File: src/rtl/traffic_light_param.sv
// Parametrised single-approach traffic light: green, blink-off/on pairs, yellow, red,
// plus an emergency flashing-yellow mode. Define TL_REMAIN_OUT_EN to add the remain output.
module traffic_light_param #(
    parameter int CNT_W     = 12,
    parameter int G_CYC     = 1024,
    parameter int BLINK_CYC = 128,
    parameter int BLINK_N   = 2,
    parameter int Y_CYC     = 512,
    parameter int R_CYC     = 1024
) (
    input  logic       clk,
    input  logic       rst,
    input  logic       pass,
    input  logic       flash,
    output logic       R,
    output logic       G,
    output logic       Y,
    output logic [2:0] phase
`ifdef TL_REMAIN_OUT_EN
    ,
    output logic [CNT_W-1:0] remain
`endif
);

    typedef enum logic [2:0] {
        GREEN = 3'd0,
        BOFF  = 3'd1,
        BON   = 3'd2,
        YEL   = 3'd3,
        RED   = 3'd4,
        FOFF  = 3'd5,
        FON   = 3'd6
    } state_e;

    localparam int BIDX_W = (BLINK_N < 2) ? 1 : $clog2(BLINK_N + 1);

    localparam logic [CNT_W-1:0] G_LAST = CNT_W'(G_CYC - 1);
    localparam logic [CNT_W-1:0] B_LAST = CNT_W'(BLINK_CYC - 1);
    localparam logic [CNT_W-1:0] Y_LAST = CNT_W'(Y_CYC - 1);
    localparam logic [CNT_W-1:0] R_LAST = CNT_W'(R_CYC - 1);
    // With BLINK_N == 0 this value is never reached because GREEN skips the blink pairs.
    localparam logic [BIDX_W-1:0] BIDX_LAST = BIDX_W'(BLINK_N - 1);

    state_e            state, state_nxt;
    logic [CNT_W-1:0]  cnt, cnt_nxt;
    logic [BIDX_W-1:0] bidx, bidx_nxt;
    logic [CNT_W-1:0]  last;
    logic              terminal;

    // NOTE: state registers use non-blocking assignments so every flop samples pre-edge values.
    always_ff @(posedge clk or negedge rst) begin
        if (!rst) begin
            state <= GREEN;
            cnt   <= '0;
            bidx  <= '0;
        end else begin
            state <= state_nxt;
            cnt   <= cnt_nxt;
            bidx  <= bidx_nxt;
        end
    end

    always_comb begin
        case (state)
            BOFF, BON, FOFF, FON: last = B_LAST;
            YEL:                  last = Y_LAST;
            RED:                  last = R_LAST;
            default:              last = G_LAST;
        endcase
    end

    assign terminal = (cnt == last);

    // NOTE: every output of this block gets a default first, so no path can infer a latch.
    always_comb begin
        state_nxt = state;
        cnt_nxt   = cnt + CNT_W'(1);
        bidx_nxt  = bidx;

        if (flash) begin
            if (state == FON || state == FOFF) begin
                if (terminal) begin
                    state_nxt = (state == FON) ? FOFF : FON;
                    cnt_nxt   = '0;
                end
            end else begin
                state_nxt = FON;
                cnt_nxt   = '0;
            end
        end else if (state == FON || state == FOFF) begin
            // Leaving an emergency always goes through a full red phase.
            state_nxt = RED;
            cnt_nxt   = '0;
        end else if (pass && state != GREEN) begin
            state_nxt = GREEN;
            cnt_nxt   = '0;
            bidx_nxt  = '0;
        end else if (terminal) begin
            cnt_nxt = '0;
            case (state)
                GREEN: begin
                    bidx_nxt  = '0;
                    state_nxt = (BLINK_N == 0) ? YEL : BOFF;
                end
                BOFF: state_nxt = BON;
                BON: begin
                    if (bidx == BIDX_LAST) begin
                        state_nxt = YEL;
                    end else begin
                        state_nxt = BOFF;
                        bidx_nxt  = bidx + BIDX_W'(1);
                    end
                end
                YEL: state_nxt = RED;
                RED: begin
                    state_nxt = GREEN;
                    bidx_nxt  = '0;
                end
                default: state_nxt = GREEN;
            endcase
        end
    end

    assign G     = (state == GREEN) || (state == BON);
    assign Y     = (state == YEL) || (state == FON);
    assign R     = (state == RED);
    assign phase = state;

`ifdef TL_REMAIN_OUT_EN
    assign remain = last - cnt;
`endif

endmodule

File: config.mk
export PLATFORM = sky130hd
export DESIGN_NAME = traffic_light_param
export DESIGN_NICKNAME = d
export VERILOG_FILES = /design/src/rtl/traffic_light_param.sv
export SDC_FILE = /design/constraint.sdc
export NUM_CORES = 1
export LEC_CHECK = 0
export BUFFER_PORTS_ARGS = -buffer_cell sky130_fd_sc_hd__buf_2
export CAP_MARGIN = 40
export CELL_PAD_IN_SITES_DETAIL_PLACEMENT = 1
export CELL_PAD_IN_SITES_GLOBAL_PLACEMENT = 2
export CORE_MARGIN = 3
export CORE_UTILIZATION = 36
export DETAILED_ROUTE_END_ITERATION = 12
export PLACE_DENSITY_LB_ADDON = 0.08
export SYNTH_ARGS = -nofsm -noshare
export SYNTH_HDL_FRONTEND = slang
export SYNTH_SLANG_ARGS = --single-unit
File: constraint.sdc
create_clock -name clk -period 2.6 [get_ports clk]
set_clock_uncertainty 0.1 [all_clocks]
set_input_delay 0.13 -clock clk [delete_from_list [all_inputs] [get_ports clk]]
set_output_delay 0.13 -clock clk [all_outputs]
set_load 0.01 [all_outputs]
=== Word-level counts from Yosys, hierarchy flattened ===
Cells that the tools add are included.

* Flip-flop bits (word level): 17
* Output and inout port bits: 6
* Logic and storage cells: 49

* Add/sub/neg operators: 2
* Equal/unequal tests: 10
* Mux-type cells: 19
* Bitwise operators: 2
* Reductions and logical operators: 13

{| class="wikitable"
|+ Operators with widths
! operator !! number
|-
| two-way mux 12 bit || 5
|-
| case mux 10 bit (2 select lines) || 1
|-
| two-way mux 3 bit || 6
|-
| adder 12 x 1 -> 12 bit, second input constant || 1
|-
| == test 12 bit || 1
|-
| case mux 3 bit (4 select lines) || 1
|-
| two-way mux 2 bit || 5
|-
| == test 3 bit, second input constant || 3
|-
| == test 3 x 2 -> 1 bit, second input constant || 2
|-
| inequality test 3 bit, second input constant || 2
|-
| nonzero test 3 bit || 2
|-
| AND reduction 5 bit || 1
|-
| case mux 2 bit (2 select lines) || 1
|-
| nonzero test 4 bit || 1
|-
| OR reduction 4 bit || 1
|-
| == test 3 x 1 -> 1 bit, second input constant || 1
|-
| logical NOT 3 bit || 1
|-
| logical OR 1 bit || 3
|-
| adder 2 x 1 -> 2 bit, second input constant || 1
|-
| == test 2 x 1 -> 1 bit, second input constant || 1
|-
| NOT 1 bit || 2
|-
| AND reduction 2 bit || 1
|-
| nonzero test 2 bit || 1
|-
| OR reduction 2 bit || 1
|-
| logical AND 1 bit || 1
|}

=== Longest topological paths before layout ===
Gate-level depths: netlist of the first run.

* Depth in word-level cells: 8
* Gate-level depth with buffers: 7
* Mapped depth without buffers: 7

=== Worst setup path before layout of the first run ===
OpenSTA, ideal clock, no wires.

* Path type: register -> register
* From: register cnt[0]
* To: register state[1], in the netlist phase[1]
* Library setup time: 0.125 ns
* Arrival time: 1.801 ns
* Data required time: 2.375 ns
* Setup slack: 0.574 ns
* Stages on the path, launching flop included: 7
* Clock period less this slack: 2.026 ns
* Cell sequence: dfrtp_1 > ha_1 > and2_1 > o2111ai_1 > a2111oi_4 > or2_4 > mux2_4

* Word-level cells in the longest chain between the ends: 3
* Elaborated cells between the ends (all ways): 4

{| class="wikitable"
|+ Ends and longest elaborated chain
! what !! RTL line !! text
|-
| start, declared || 45 || <nowiki>logic [CNT_W-1:0] cnt, cnt_nxt;</nowiki>
|-
| start signal, assigned || 58 || <nowiki>cnt <= cnt_nxt;</nowiki>
|-
| == test 12 bit (*) || 72 || <nowiki>assign terminal = (cnt == last);</nowiki>
|-
| inequality test 3 bit (no line) / nonzero test 4 bit (equally long branches) || n/a ||
|-
| AND reduction 2 bit (no line) (*) || n/a ||
|-
| end signal, assigned || 57 || <nowiki>state <= state_nxt;</nowiki>
|-
| end, declared || 44 || <nowiki>state_e state, state_nxt;</nowiki>
|}

Mark *: on every way between the ends. The rest lies on a longest branch, timed or not.
A chain may end at the register's enable or synchronous reset.

=== Final worst setup path of the first run ===
Ends and elaborated chain as after synthesis.

==> results_dict.tcl, run 1 <==
set metrics [dict create \
    min_path_type "input pin to register" \
    rsz0062_at_grt "false" \
    clockPowerShare_pct 17.1 \
    grt_max_degree 18 \
    nNetsFinal 150 \
    finalInstanceArea_um2 1301 \
    setup_tns_ns 0 \
    setup_violations 0 \
    initialDrtViolationCount 74 \
    ys_seq_elements 17 \
    grt_pass1_wl_um 5037 \
    cp.required_ns 2.69 \
    slew_viol_final 0 \
    antenna_found_initial 0 \
    gr-usage-all-layers_pct 15.44 \
    drv_cap 0 \
    grt-ovfl-total 0 \
    place_hpwl_um 2071 \
    nFillCells 402 \
    finalCritPeriodShare_pct 87.67 \
    vias_per_cell 5.337 \
    min_period_ns 2.280 \
    tightest_slew_ns 0.5345 \
    die_h_um 63.61 \
    cpPeakStageDelay_ns 0.48 \
    relSlewSlack_pct 64.37 \
    p_leak_nw 0.5617 \
    yosys_warnings 0 \
    peakVddDrop_mv 0.4049 \
    final_common_cell "nor2_1" \
    drtAntennaViolNets 0 \
    regArea_um2 425.4 \
    synthFlopType "dfrtp_1" \
    routed_wl_um 2707 \
    hold_violations 0 \
    cellPowerDensity_nw_per_um2 635.4 \
    ys_types 46 \
    postSynthAreaPerCell_um2 8.786 \
    synth_top_area_share_pct 35.60 \
    synthToLayoutAreaGrowth_pct 8.901 \
    crit_path_top_delay_cell "a2111oi_4" \
    cts_tree "done" \
    dieArea_um2 4046 \
    crit_type "register to register" \
    multiInputGateArea_um2 694.4 \
    cts_resized 0 \
    clk-insertion-delay-late_ns 0.29 \
    place_area_um2 1265 \
    p_comb_share_pct 42.9 \
    drt-pass1-iter-count 4 \
    power.total_mw 0.8268 \
    synth_edf_count 0 \
    wl_per_cell_um 14.48 \
    syn_nets 142 \
    fp-row-count 20 \
    cts_buffer_depth 2 \
    status "finished, final reports clean" \
    synth-async-reset-ratio_pct 100.0 \
    place_congestion 0.7802 \
    p_sw_mw 0.3347 \
    netlist_instances 136 \
    drcViolationCount 0 \
    core-area_um2 3103 \
    grt_pass1_vias 1059 \
    cts_max_level 1 \
    start_kind "register" \
    cts_sinks 17 \
    drive_gt1_share_pct 16.78 \
    io_pins 10 \
    syn_area_um2 1195 \
    end_kind "register" \
    placement.io_buffers 9 \
    initial_utilization_pct 38.51 \
    vias 998 \
    max_freq_ghz 0.4387 \
    yosysTopAreaCell "dfrtp_1" \
    clkSlewWorstSetupHoldPaths_ns 0.10 \
    diodes 0 \
    cp.arrival_ns 2.37 \
    switching_share_pct 40.48 \
    die_x_um 63.61 \
    p_int_mw 0.4921 \
    power_frac_seq_pct 40.0 \
    cts-root-buf "clkbuf_4" \
    cts_buffers 3 \
    synth_area_leaders "dfrtp_1 (36%), xor2_1 (6.6%), nor2_1 (6.3%)" \
    final_cell_mix "nor2_1 (20), dfrtp_1 (17), xor2_1 (9), buf_2 (9), nand3_1 (8)" \
    path_max_fanout 12 \
    ys_seq_area_share_pct 35.60 \
    path_cells "ha_1, and2_1, o2111ai_1, a2111oi_4, or2_4, mux2_4" \
]
## metrics by stage
stage | setup WS [ns] | instances | utilization (%) | hold slack, ns
2_1_floorplan | 0.5737 | 136 | - | -0.2656
3_3_place_gp | 0.3817 | 182 | 40.77 | -0.03287
3_5_place_dp | 0.2933 | 182 | 40.77 | -0.02727
4_1_cts | 0.2908 | 187 | 41.94 | 0.1047
5_1_grt | 0.1367 | 187 | 41.94 | 0.1342
6_report | 0.3205 | 187 | 41.94 | 0.1176
## synth_stat cells (2+ instances only)
library cell,count
and3_1,2
a21oi_1,7
o2bb2ai_1,2
ha_1,2
nand2b_1,3
nor3_1,2
nor2b_1,2
buf_2,2
nand2_1,6
xor2_1,9
o21ai_0,4
xnor2_1,3
and2_1,2
inv_1,6
a31oi_1,2
and4_1,3
a221oi_1,2
nand3_1,8
nor2_1,20
a211o_1,2
and3_2,2
clkbuf_1,5
dfrtp_1,17
## power groups by stage
stage,logic (mW),clock network [mW],registers [mW]
floorplan,0.283,0,0.320
global placement,0.348,0,0.332
detailed placement,0.359,0,0.335
CTS,0.362,0.150,0.330
global route,0.408,0.159,0.339
finish,0.355,0.141,0.331
## area by class of cell
class	count	area share [%]
clock buffer	4	2.019
inverter	6	1.731
multi-input combinational	103	53.37
sequential	17	32.69
tap	44	4.231
timing repair buffer	13	5.962
## critical path: cells and delay by family (launching register included)
family | cells | cell delay [ns]
fa+ha+maj | 1 | 0.24
flops | 1 | 0.42
simple gates | 2 | 0.44
mux | 1 | 0.31
compound gates | 2 | 0.67
## cell families after synthesis
kind of cell / count (synthesis) / synth area share (%)
AND/OR/NAND/NOR: 56 / 24.08
AO/OA/AOI/OAI: 32 / 21.89
flip-flops: 17 / 35.60
buffers and inverters: 16 / 6.283
XOR/XNOR: 12 / 8.797
adder cells (fa/ha/maj): 2 / 2.094
multiplexers: 1 / 1.256
## path summary, 6_finish.rpt
check                      startpoint        to  slack [ns]  depth (start not counted)
max in group asynchronous         rst   bidx[1]        1.95                          2
min in group asynchronous         rst    cnt[7]        0.17                          2
setup / recovery               cnt[0]  phase[1]        0.32                          6
hold reg to reg               bidx[1]   bidx[1]        0.42                          1
hold / removal                   pass  phase[2]        0.12                          2
setup reg to reg               cnt[0]  phase[1]        0.32                          6
## registers in the layout, summed over array words and instances, names as in the netlist
register and count:
cnt 12, bidx 2, phase 3
## metal layers
| metal | routed length, um | up-vias | share of wire (%) | global-route usage (%) |
|---|---|---|---|---|
| met3 | 55 | 0 | 2.0 | 3.743 |
| met5 | 0 | - | 0 | 0 |
| met4 | 0 | 0 | 0 | 1.617 |
| met2 | 1338 | 8 | 49 | 25.29 |
| li1 | - | 497 | - | - |
| met1 | 1314 | 493 | 49 | 21.21 |
## what timing repair did
item                       CTS  global route
hold endpoints to repair    17             0
setup buffers                0             0
setup endpoints to repair    0             0
hold buffers                 1             0
(Power assumes the default switching activity.)
==> run 2: changes to the inputs <==
--- a/config.mk
+++ b/config.mk
@@ -5,7 +5,7 @@
 export SDC_FILE = /design/constraint.sdc
 export NUM_CORES = 1
 export LEC_CHECK = 0
-export BUFFER_PORTS_ARGS = -buffer_cell sky130_fd_sc_hd__buf_2
+export BUFFER_PORTS_ARGS = -buffer_cell sky130_fd_sc_hd__clkbuf_2
 export CAP_MARGIN = 40
 export CELL_PAD_IN_SITES_DETAIL_PLACEMENT = 1
 export CELL_PAD_IN_SITES_GLOBAL_PLACEMENT = 2
@@ -13,6 +13,8 @@
 export CORE_UTILIZATION = 36
 export DETAILED_ROUTE_END_ITERATION = 12
 export PLACE_DENSITY_LB_ADDON = 0.08
+export SLEW_MARGIN = 20
 export SYNTH_ARGS = -nofsm -noshare
 export SYNTH_HDL_FRONTEND = slang
 export SYNTH_SLANG_ARGS = --single-unit
+export TNS_END_PERCENT = 10
==> results_dict.tcl, run 2 (synthesis results as in run 1) <==
set metrics [dict create \
    dieArea_um2 4046 \
    cp.required_ns 2.68 \
    final_cell_count_no_fill 187 \
    nNetsFinal 150 \
    clk-insertion-delay-late_ns 0.29 \
    nFillCells 389 \
    fp-row-count 20 \
    max_freq_ghz 0.4366 \
    die_x_um 63.61 \
    hold_violations 0 \
    ctsHoldBuffers 1 \
    holdPathStages 2 \
    grt_pass1_wl_um 4774 \
    routed_wl_um 2679 \
    largest_reg_flops 12 \
    dp_cells 182 \
    place_congestion 0.7891 \
    whs_ns 0.1258 \
    post_cts_buffers 0 \
    initial_utilization_pct 38.51 \
    cp.arrival_ns 2.37 \
    place_area_um2 1265 \
    cts-root-buf "clkbuf_4" \
    drv_cap 0 \
    tightest_slew_ns 0.5281 \
    cellPowerDensity_nw_per_um2 631.9 \
    drt-pass1-iter-count 4 \
    setup_violations 0 \
    regArea_um2 425.4 \
    grt_max_degree 18 \
    start_kind "register" \
    path_max_fanout 12 \
    p_leak_nw 0.5617 \
    final_cell_mix "nor2_1 (20), dfrtp_1 (17), xor2_1 (9), clkbuf_2 (9), nand3_1 (8)" \
    gr-usage-all-layers_pct 14.47 \
    wl_per_cell_um 14.33 \
    end_kind "register" \
    cts_sinks 17 \
    multiInputGateArea_um2 694.4 \
    drcViolationCount 0 \
    initialDrtViolationCount 83 \
    final_common_cell "nor2_1" \
    antenna_found_initial 0 \
    peakVddDrop_mv 0.4581 \
    core-area_um2 3103 \
    crit_type "register to register" \
    grt_pass1_vias 1009 \
    r2r_end "phase[1]" \
    die_h_um 63.61 \
    drtAntennaViolNets 0 \
    finalInstanceArea_um2 1301 \
    top_register "cnt" \
    finalCritPeriodShare_pct 88.10 \
    grt-ovfl-total 0 \
    rsz0062_at_grt "false" \
    vias_per_cell 5.305 \
    cts_tree "done" \
    status "finished, final reports clean" \
    place_hpwl_um 2011 \
    placement.io_buffers 9 \
    diodes 0 \
    clkSlewWorstSetupHoldPaths_ns 0.10 \
    min_period_ns 2.291 \
    hold_end "phase[2]" \
    setup_tns_ns 0 \
    io_pins 10 \
    rrSetupSlack_ns 0.31 \
    slew_viol_final 0 \
    drive_gt1_share_pct 16.78 \
    hold_start "pass" \
    cts_max_level 1 \
    fin_util_pct 41.94 \
    reg2reg_from "cnt[0]" \
    vias 992 \
    r2r_cells 6 \
    synthToLayoutAreaGrowth_pct 8.901 \
    cts_buffer_depth 2 \
    cts_resized 0 \
    relSlewSlack_pct 64.52 \
    cts_buffers 3 \
    min_path_type "input pin to register" \
]
run 2: cell count changes in the layout (fill, tap and decap cells not counted), sizes merged:
cell | before | now
buf | 12 | 3
clkbuf | 4 | 13
run 2: worst max-delay path by stage:
stage,cells past startpoint,from,slack [ns],endpoint
CTS,6,cnt[0],0.29,phase[1]
finish,6,cnt[0],0.31,phase[1]
global route,6,cnt[0],0.12,phase[1]
global placement,6,cnt[0],0.39,phase[1]
floorplan,6,cnt[0],0.57,phase[1]
detailed placement,6,cnt[0],0.31,phase[1]
run 2: per-layer routing:
layer | global-route usage [%] | share of wire (%) | wire length [um] | up-vias
met5 | 0 | 0 | 0 | -
met4 | 1.617 | 0.26 | 7 | 0
met3 | 3.743 | 1.8 | 48 | 2
met2 | 22.43 | 44 | 1190 | 6
met1 | 20.77 | 53 | 1432 | 490
li1 | - | - | - | 494
run 2: cell type report:
cell class / count / area share [%]
Tap cell: 44 / 4.231
Sequential cell: 17 / 32.69
Multi-Input combinational cell: 103 / 53.37
Inverter: 6 / 1.731
Timing Repair Buffer: 13 / 5.962
Clock buffer: 4 / 2.019
run 2: where the power goes:
group	leakage (nW)	internal (mW)	total, mW	switching, mW
combinational	0.316	0.143	0.355	0.212
sequential	0.230	0.288	0.326	0.0379
clock	0.0150	0.0596	0.141	0.0817
run 2: stage by stage:
stage               worst slack [ns]  power (mW)
finish                        0.3093      0.8222
global route                  0.1190      0.8972
CTS                           0.2924      0.8382
detailed placement            0.3120      0.6876
global placement              0.3911      0.6815
floorplan                     0.5737      0.6028
run 2: worst max-delay path, cell delays in order (launching register included):
cell,delay [ns]
dfrtp_1,0.41
ha_1,0.23
and2_1,0.16
o2111ai_1,0.19
a2111oi_4,0.49
or2_4,0.29
mux2_4,0.31
